### config.mk
export PLATFORM = sky130hd
export DESIGN_NAME = dma_xfer_ctrl_flat
export DESIGN_NICKNAME = d
export VERILOG_FILES = /design/src/rtl/dma_xfer_ctrl_if.sv /design/src/rtl/dma_xfer_ctrl.sv /design/src/flat_wrapper.sv
export SDC_FILE = /design/constraint.sdc
export NUM_CORES = 1
export LEC_CHECK = 0
export BUFFER_PORTS_ARGS = -buffer_cell sky130_fd_sc_hd__buf_2
export CAP_MARGIN = 20
export CORE_MARGIN = 1
export CORE_UTILIZATION = 50
export CTS_BUF_LIST = sky130_fd_sc_hd__clkbuf_4 sky130_fd_sc_hd__clkbuf_8 sky130_fd_sc_hd__clkbuf_16
export DETAILED_ROUTE_END_ITERATION = 10
export PLACE_DENSITY = 0.83
export SYNTH_ARGS = -nofsm -noshare
export SYNTH_HDL_FRONTEND = slang
export SYNTH_SLANG_ARGS = --single-unit
export TNS_END_PERCENT = 30
### constraint.sdc
create_clock -name clk -period 3.3 [get_ports clk]
set_input_delay 0.33 -clock clk [delete_from_list [all_inputs] [get_ports clk]]
set_output_delay 0.33 -clock clk [all_outputs]
set_load 0.02 [all_outputs]
### src/rtl/dma_xfer_ctrl_if.sv
// Bus bundle for dma_xfer_ctrl: command, source read, destination write, buffer.
// The error pair exists only when DMA_XFER_CTRL_ERR_EN is defined.
interface dma_xfer_ctrl_if #(
    parameter int DATA_WIDTH = 32,
    parameter int ADDR_WIDTH = 32,
    parameter int LEN_WIDTH  = 16
);
    logic                  i_start;
    logic [ADDR_WIDTH-1:0] i_src_addr;
    logic [ADDR_WIDTH-1:0] i_dst_addr;
    logic [LEN_WIDTH-1:0]  i_len;
    logic                  o_busy;
    logic                  o_done;

    logic                  o_rd_req;
    logic [ADDR_WIDTH-1:0] o_rd_addr;
    logic                  i_rd_ready;
    logic                  i_rd_valid;
    logic [DATA_WIDTH-1:0] i_rd_data;

    logic                  o_wr_req;
    logic [ADDR_WIDTH-1:0] o_wr_addr;
    logic [DATA_WIDTH-1:0] o_wr_data;
    logic                  i_wr_ready;

    logic                  o_buf_rd0_wr1;
    logic                  o_buf_valid;
    logic [DATA_WIDTH-1:0] o_buf_data;
    logic                  i_buf_valid;
    logic [DATA_WIDTH-1:0] i_buf_data;

`ifdef DMA_XFER_CTRL_ERR_EN
    logic                  i_bus_err;
    logic                  o_err;
`endif

    modport master (
        input  i_start, i_src_addr, i_dst_addr, i_len,
        input  i_rd_ready, i_rd_valid, i_rd_data,
        input  i_wr_ready,
        input  i_buf_valid, i_buf_data,
        output o_busy, o_done,
        output o_rd_req, o_rd_addr,
        output o_wr_req, o_wr_addr, o_wr_data,
        output o_buf_rd0_wr1, o_buf_valid, o_buf_data
`ifdef DMA_XFER_CTRL_ERR_EN
        , input i_bus_err
        , output o_err
`endif
    );

    modport slave (
        output i_start, i_src_addr, i_dst_addr, i_len,
        output i_rd_ready, i_rd_valid, i_rd_data,
        output i_wr_ready,
        output i_buf_valid, i_buf_data,
        input  o_busy, o_done,
        input  o_rd_req, o_rd_addr,
        input  o_wr_req, o_wr_addr, o_wr_data,
        input  o_buf_rd0_wr1, o_buf_valid, o_buf_data
`ifdef DMA_XFER_CTRL_ERR_EN
        , output i_bus_err
        , input o_err
`endif
    );
endinterface

### src/rtl/dma_xfer_ctrl.sv
// DMA transfer sequencer: bursts of up to DEPTH words through a staging buffer.
// Optional bus-error abort enabled by defining DMA_XFER_CTRL_ERR_EN.
module dma_xfer_ctrl #(
    parameter int DATA_WIDTH = 32,
    parameter int ADDR_WIDTH = 32,
    parameter int DEPTH      = 16,
    parameter int LEN_WIDTH  = 16
) (
    input logic             clk,
    input logic             rst,
    dma_xfer_ctrl_if.master bus
);
    localparam int CW = $clog2(DEPTH + 1);
    localparam logic [ADDR_WIDTH-1:0] STEP =
        ADDR_WIDTH'(DATA_WIDTH / 8);

    typedef enum logic [2:0] {
        IDLE,
        RD_REQ,
        RD_WAIT,
        BUF_WR,
        BUF_RD,
        BUF_WAIT,
        WR_REQ,
        DONE
    } state_t;

    state_t                state, state_d;
    logic [ADDR_WIDTH-1:0] src_ptr, src_d;
    logic [ADDR_WIDTH-1:0] dst_ptr, dst_d;
    logic [LEN_WIDTH-1:0]  remaining, rem_d;
    logic [CW-1:0]         burst, burst_d;
    logic [CW-1:0]         fill, fill_d;
    logic [CW-1:0]         drain, drain_d;
    logic [DATA_WIDTH-1:0] rd_data_d;
    logic [DATA_WIDTH-1:0] wr_data_d;
`ifdef DMA_XFER_CTRL_ERR_EN
    logic                  err_d;
`endif

    function automatic logic [CW-1:0] burst_len(
        input logic [LEN_WIDTH-1:0] n
    );
        return (n > LEN_WIDTH'(DEPTH)) ? CW'(DEPTH) : CW'(n);
    endfunction

    always_ff @(posedge clk or negedge rst) begin
        if (!rst) begin
            state     <= IDLE;
            src_ptr   <= '0;
            dst_ptr   <= '0;
            remaining <= '0;
            burst     <= '0;
            fill      <= '0;
            drain     <= '0;
        end else begin
            state     <= state_d;
            src_ptr   <= src_d;
            dst_ptr   <= dst_d;
            remaining <= rem_d;
            burst     <= burst_d;
            fill      <= fill_d;
            drain     <= drain_d;
        end
    end

    always_comb begin
        state_d   = state;
        src_d     = src_ptr;
        dst_d     = dst_ptr;
        rem_d     = remaining;
        burst_d   = burst;
        fill_d    = fill;
        drain_d   = drain;
        rd_data_d = bus.o_buf_data;
        wr_data_d = bus.o_wr_data;
`ifdef DMA_XFER_CTRL_ERR_EN
        err_d     = bus.o_err;
`endif
        unique case (state)
            IDLE: begin
                if (bus.i_start) begin
                    src_d   = bus.i_src_addr;
                    dst_d   = bus.i_dst_addr;
                    rem_d   = bus.i_len;
                    burst_d = burst_len(bus.i_len);
                    fill_d  = '0;
                    drain_d = '0;
`ifdef DMA_XFER_CTRL_ERR_EN
                    err_d   = 1'b0;
`endif
                    state_d = (bus.i_len == '0) ? DONE : RD_REQ;
                end
            end
            RD_REQ: begin
                if (bus.i_rd_ready) state_d = RD_WAIT;
            end
            RD_WAIT: begin
`ifdef DMA_XFER_CTRL_ERR_EN
                if (bus.i_bus_err) begin
                    err_d   = 1'b1;
                    state_d = DONE;
                end else
`endif
                if (bus.i_rd_valid) begin
                    rd_data_d = bus.i_rd_data;
                    state_d   = BUF_WR;
                end
            end
            BUF_WR: begin
                fill_d  = fill + CW'(1);
                src_d   = src_ptr + STEP;
                state_d = (fill_d == burst) ? BUF_RD : RD_REQ;
            end
            BUF_RD: begin
                state_d = BUF_WAIT;
            end
            BUF_WAIT: begin
                if (bus.i_buf_valid) begin
                    wr_data_d = bus.i_buf_data;
                    state_d   = WR_REQ;
                end
            end
            WR_REQ: begin
`ifdef DMA_XFER_CTRL_ERR_EN
                if (bus.i_bus_err) begin
                    err_d   = 1'b1;
                    state_d = DONE;
                end else
`endif
                if (bus.i_wr_ready) begin
                    dst_d   = dst_ptr + STEP;
                    drain_d = drain + CW'(1);
                    rem_d   = remaining - LEN_WIDTH'(1);
                    if (drain_d < burst) begin
                        state_d = BUF_RD;
                    end else if (rem_d == '0) begin
                        state_d = DONE;
                    end else begin
                        // next burst reuses the now-empty buffer
                        burst_d = burst_len(rem_d);
                        fill_d  = '0;
                        drain_d = '0;
                        state_d = RD_REQ;
                    end
                end
            end
            DONE: begin
                state_d = IDLE;
            end
            default: begin
                state_d = IDLE;
            end
        endcase
    end

    // outputs are registered from the next-state values
    always_ff @(posedge clk or negedge rst) begin
        if (!rst) begin
            bus.o_busy        <= 1'b0;
            bus.o_done        <= 1'b0;
            bus.o_rd_req      <= 1'b0;
            bus.o_rd_addr     <= '0;
            bus.o_wr_req      <= 1'b0;
            bus.o_wr_addr     <= '0;
            bus.o_wr_data     <= '0;
            bus.o_buf_rd0_wr1 <= 1'b0;
            bus.o_buf_valid   <= 1'b0;
            bus.o_buf_data    <= '0;
`ifdef DMA_XFER_CTRL_ERR_EN
            bus.o_err         <= 1'b0;
`endif
        end else begin
            bus.o_busy        <= (state_d != IDLE) &&
                                 (state_d != DONE);
            bus.o_done        <= (state_d == DONE);
            bus.o_rd_req      <= (state_d == RD_REQ);
            bus.o_rd_addr     <= src_d;
            bus.o_wr_req      <= (state_d == WR_REQ);
            bus.o_wr_addr     <= dst_d;
            bus.o_wr_data     <= wr_data_d;
            bus.o_buf_rd0_wr1 <= (state_d == BUF_WR);
            bus.o_buf_valid   <= (state_d == BUF_WR) ||
                                 (state_d == BUF_RD);
            bus.o_buf_data    <= rd_data_d;
`ifdef DMA_XFER_CTRL_ERR_EN
            bus.o_err         <= err_d;
`endif
        end
    end
endmodule

### src/flat_wrapper.sv
// flat-port wrapper written by rule: the top's interface ports become plain ports
module dma_xfer_ctrl_flat 
#(
    parameter int DATA_WIDTH = 32,
    parameter int ADDR_WIDTH = 32,
    parameter int DEPTH      = 16,
    parameter int LEN_WIDTH  = 16
)
  (clk, rst, bus_i_start, bus_i_src_addr, bus_i_dst_addr, bus_i_len, bus_i_rd_ready, bus_i_rd_valid, bus_i_rd_data, bus_i_wr_ready, bus_i_buf_valid, bus_i_buf_data, bus_o_busy, bus_o_done, bus_o_rd_req, bus_o_rd_addr, bus_o_wr_req, bus_o_wr_addr, bus_o_wr_data, bus_o_buf_rd0_wr1, bus_o_buf_valid, bus_o_buf_data);
  dma_xfer_ctrl_if #(.DATA_WIDTH(DATA_WIDTH), .ADDR_WIDTH(ADDR_WIDTH), .LEN_WIDTH(LEN_WIDTH)) bus_i ();
  input logic clk;
  input logic rst;
  input wire logic [$bits(bus_i.i_start)-1:0] bus_i_start;
  input wire logic [$bits(bus_i.i_src_addr)-1:0] bus_i_src_addr;
  input wire logic [$bits(bus_i.i_dst_addr)-1:0] bus_i_dst_addr;
  input wire logic [$bits(bus_i.i_len)-1:0] bus_i_len;
  input wire logic [$bits(bus_i.i_rd_ready)-1:0] bus_i_rd_ready;
  input wire logic [$bits(bus_i.i_rd_valid)-1:0] bus_i_rd_valid;
  input wire logic [$bits(bus_i.i_rd_data)-1:0] bus_i_rd_data;
  input wire logic [$bits(bus_i.i_wr_ready)-1:0] bus_i_wr_ready;
  input wire logic [$bits(bus_i.i_buf_valid)-1:0] bus_i_buf_valid;
  input wire logic [$bits(bus_i.i_buf_data)-1:0] bus_i_buf_data;
  output wire logic [$bits(bus_i.o_busy)-1:0] bus_o_busy;
  output wire logic [$bits(bus_i.o_done)-1:0] bus_o_done;
  output wire logic [$bits(bus_i.o_rd_req)-1:0] bus_o_rd_req;
  output wire logic [$bits(bus_i.o_rd_addr)-1:0] bus_o_rd_addr;
  output wire logic [$bits(bus_i.o_wr_req)-1:0] bus_o_wr_req;
  output wire logic [$bits(bus_i.o_wr_addr)-1:0] bus_o_wr_addr;
  output wire logic [$bits(bus_i.o_wr_data)-1:0] bus_o_wr_data;
  output wire logic [$bits(bus_i.o_buf_rd0_wr1)-1:0] bus_o_buf_rd0_wr1;
  output wire logic [$bits(bus_i.o_buf_valid)-1:0] bus_o_buf_valid;
  output wire logic [$bits(bus_i.o_buf_data)-1:0] bus_o_buf_data;
  assign bus_i.i_start = bus_i_start;
  assign bus_i.i_src_addr = bus_i_src_addr;
  assign bus_i.i_dst_addr = bus_i_dst_addr;
  assign bus_i.i_len = bus_i_len;
  assign bus_i.i_rd_ready = bus_i_rd_ready;
  assign bus_i.i_rd_valid = bus_i_rd_valid;
  assign bus_i.i_rd_data = bus_i_rd_data;
  assign bus_i.i_wr_ready = bus_i_wr_ready;
  assign bus_i.i_buf_valid = bus_i_buf_valid;
  assign bus_i.i_buf_data = bus_i_buf_data;
  assign bus_o_busy = bus_i.o_busy;
  assign bus_o_done = bus_i.o_done;
  assign bus_o_rd_req = bus_i.o_rd_req;
  assign bus_o_rd_addr = bus_i.o_rd_addr;
  assign bus_o_wr_req = bus_i.o_wr_req;
  assign bus_o_wr_addr = bus_i.o_wr_addr;
  assign bus_o_wr_data = bus_i.o_wr_data;
  assign bus_o_buf_rd0_wr1 = bus_i.o_buf_rd0_wr1;
  assign bus_o_buf_valid = bus_i.o_buf_valid;
  assign bus_o_buf_data = bus_i.o_buf_data;
  dma_xfer_ctrl #(.DATA_WIDTH(DATA_WIDTH), .ADDR_WIDTH(ADDR_WIDTH), .DEPTH(DEPTH), .LEN_WIDTH(LEN_WIDTH)) u_core (.clk(clk), .rst(rst), .bus(bus_i));
endmodule
==> impl_metrics.csv <==
group,metric,value,unit
status,outcome,"complete, no violations",
worst_setup_path,critPathRequiredTime,3610,ps
routing,post_drt_wl_per_cell,16.4,um
worst_setup_path,reg2reg_from,"u_core.drain[0]",
power_and_ir_drop,totalPowerFinal,0.0104,W
timing,max_freq,0.359,GHz
floorplanning,pin_count,285,
global_route,grt_pass1_wl,37000,um
clocking,postCtsSetupBuffers,0,
worst_setup_path,crit_end,"u_core.bus.o_rd_req",
flow_run,maxCapViolCount,0,
power_and_ir_drop,leakage,5.10,nW
routing,firstDrtPassIters,5,
timing,slew_viol_final,0,
layout,n_fill_cell,1330,
global_route,grt_max_degree,82,
global_route,antenna_found_initial,1,
layout,drive_above_1_share,35.4,%
floorplanning,core_area,16800,um2
clocking,cts-buffers-inserted,17,
logic_synthesis,async_flop_share,100,%
clocking,cts_tree,"yes",
routing,detailroute.via_count,8111,
logic_synthesis,syn_nets,1059,
routing,drt_iter0_drc,521,
floorplanning,start_util,51.9,%
timing,fin_crit,2780,ps
routing,top_layer,"met4",
routing,wl_met2,11300,um
logic_synthesis,ys_types,69,
placed_design,io_buffers,284,
logic_synthesis,synth-seq-cells,168,
timing,tightest_slew,805,ps
layout,final_common_cell,"buf_2",
routing,wl_met1,9470,um
timing,hold_viol,0,
timing,fin_skew,8.61,ps
floorplanning,dieArea,17900,um2
global_route,grt_pass1_vias,7596,
clocking,cts_sinks,168,
worst_setup_path,r2r_end,"u_core.bus.o_rd_req",
clocking,clkTransAtPathRegs,70,ps
logic_synthesis,synth_warnings,0,
placed_design,dp_hpwl,16400,um
layout,syn_to_final_growth,26.8,%
power_and_ir_drop,ir_worst_vdd,0.000510,V
worst_setup_path,cp_max_fo,5,
logic_synthesis,syn_avg_cell_area,9.68,um2
worst_setup_path,r2r_setup_slack,520,ps
clocking,cts_resized,0,
placed_design,dp_slack,599,ps
worst_setup_path,criticalPathCategory,"flip-flop to flip-flop",
timing,setup_slack,518,ps
clocking,cts_buffer_depth,2,
layout,fin_nets,1326,
global_route,grt-ovfl-total,0,
clocking,clkLatencyLatePin,420,ps
power_and_ir_drop,power.density,948,nW/um2
timing,slew_headroom,45.9,%
routing,drc_errors,0,
routing,vias_per_cell,5.80,
clocking,h-tree-depth,4,
clocking,clockRootBuffer,"clkbuf_16",
global_route,grt_usage,25.7,%
timing,rsz0062_at_grt,"no",
timing,timing.hold.ws,110,ps
routing,wl,22900,um
worst_setup_path,worstPathArrival,3090,ps
logic_synthesis,synthesis.area,8690,um2
routing,drtAntennaViolNets,0,
timing,fin_crit_sh,84.3,%
logic_synthesis,syn_inst,898,
layout,stdcell_area,11000,um2
routing,wl_met3,1770,um
layout,most-common-layout-cells,"buf_2, dfrtp_1, nand2_1, nor2_1, a21oi_1",
worst_setup_path,start_kind,"flip-flop",
floorplanning,die_y,134,um
placed_design,place.gp.congestion,0.899,
worst_hold_path,min_from,"bus_i_dst_addr[0]",
logic_synthesis,ys_seq_area_share,48.4,%
worst_hold_path,hold_class,"primary input to flip-flop",
timing,setup_tns,0,ps
logic_synthesis,synth_edf_count,0,
worst_setup_path,r2r_cells,10,
worst_setup_path,startpoint,"u_core.drain[0]",
floorplanning,die_w,134,um
logic_synthesis,ys.flop_type,"dfrtp_1",
worst_setup_path,end_kind,"flip-flop",
placed_design,post_dp_cell_area,10300,um2
timing,setup_viol,0,
floorplanning,rows,47,
==> stage by stage <==
stage | cells | util [%]
after floorplan | 898 | -
after global routing | 1398 | 65.7
after CTS | 1398 | 65.7
final | 1399 | 65.7
after global placement | 1365 | 61.6
after detailed placement | 1365 | 61.6
==> where the power goes <==
| group | internal [W] | switching [W] |
|---|---|---|
| logic | 0.00170 | 0.00258 |
| clock network | 0.00146 | 0.000839 |
| registers | 0.00297 | 0.000903 |
| total | 0.00613 | 0.00432 |
==> registers in the layout, summed over array words and instances (netlist names), 3 cells and up <==
| signal | count |
|---|---|
| u_core.state | 3 |
| u_core.bus.o_wr_data | 32 |
| u_core.dst_ptr | 32 |
| u_core.drain | 5 |
| u_core.src_ptr | 32 |
| u_core.bus.o_buf_data | 32 |
| u_core.burst | 5 |
| u_core.fill | 5 |
| u_core.remaining | 16 |
==> final cells by class <==
type	instances	area, um2	area share, %
clock inverters	13	240	2.18
clock buffers	19	447	4.05
multi-input cells	658	4220	38.3
inverters	18	67.6	0.613
well taps	220	275	2.50
flip-flops and latches	168	4200	38.2
diodes	1	2.50	0.0227
repair buffers	302	1570	14.2
==> what timing repair did <==
item	4_1_cts	5_1_grt
setup endpoints to repair	0	0
hold buffers	1	0
hold endpoints to repair	25	0
==> synthesized netlist by cell type (all sizes together) (11+ instances only) <==
| master | n | area, um2 |
|---|---|---|
| nor4 | 13 | 106 |
| nand2 | 81 | 304 |
| dfrtp | 168 | 4200 |
| mux2 | 68 | 773 |
| nor3 | 23 | 120 |
| clkbuf | 43 | 161 |
| inv | 18 | 67.6 |
| o21ai | 67 | 335 |
| nand3 | 41 | 205 |
| nor2 | 78 | 293 |
| a211oi | 14 | 105 |
| buf | 11 | 57.6 |
| and3 | 19 | 119 |
| a21oi | 71 | 355 |
| nand4 | 20 | 125 |
==> logic make-up after synthesis <==
group	count (synthesis)	synth area share (%)
compound gates	246	17.9
fa+ha+maj	10	1.44
flops	168	48.4
buf+inv	72	3.30
mux	71	9.24
simple gates	318	18.5
xor+xnor	13	1.31
==> critical path, stage by stage, from the launching register on <==
cell     delay (ps)
dfrtp_1         400
ha_1            240
nand3_1         110
xnor2_1         240
ha_1            310
and3_1          200
a22oi_1         300
nor2_1          140
nor4_1          440
inv_2            80
and4_1          200
==> layer usage <==
| layer | global-route usage [%] | up-vias |
|---|---|---|
| li1 | - | 3865 |
| met1 | 33.2 | 3865 |
| met2 | 42.5 | 347 |
| met3 | 5.48 | 34 |
| met4 | 9.47 | 0 |
| met5 | 0 | - |
==> worst min path at each step <==
| stage | cells after the start | end | slack, ps |
|---|---|---|---|
| floorplan | 0 | u_core.burst[0] | 30 |
| CTS | 3 | u_core.dst_ptr[0] | 90 |
| global placement | 1 | u_core.dst_ptr[18] | 420 |
| global route | 3 | u_core.dst_ptr[0] | 120 |
| detailed placement | 1 | u_core.dst_ptr[15] | 430 |
| finish | 3 | u_core.dst_ptr[0] | 110 |
(Power assumes the default switching activity.)
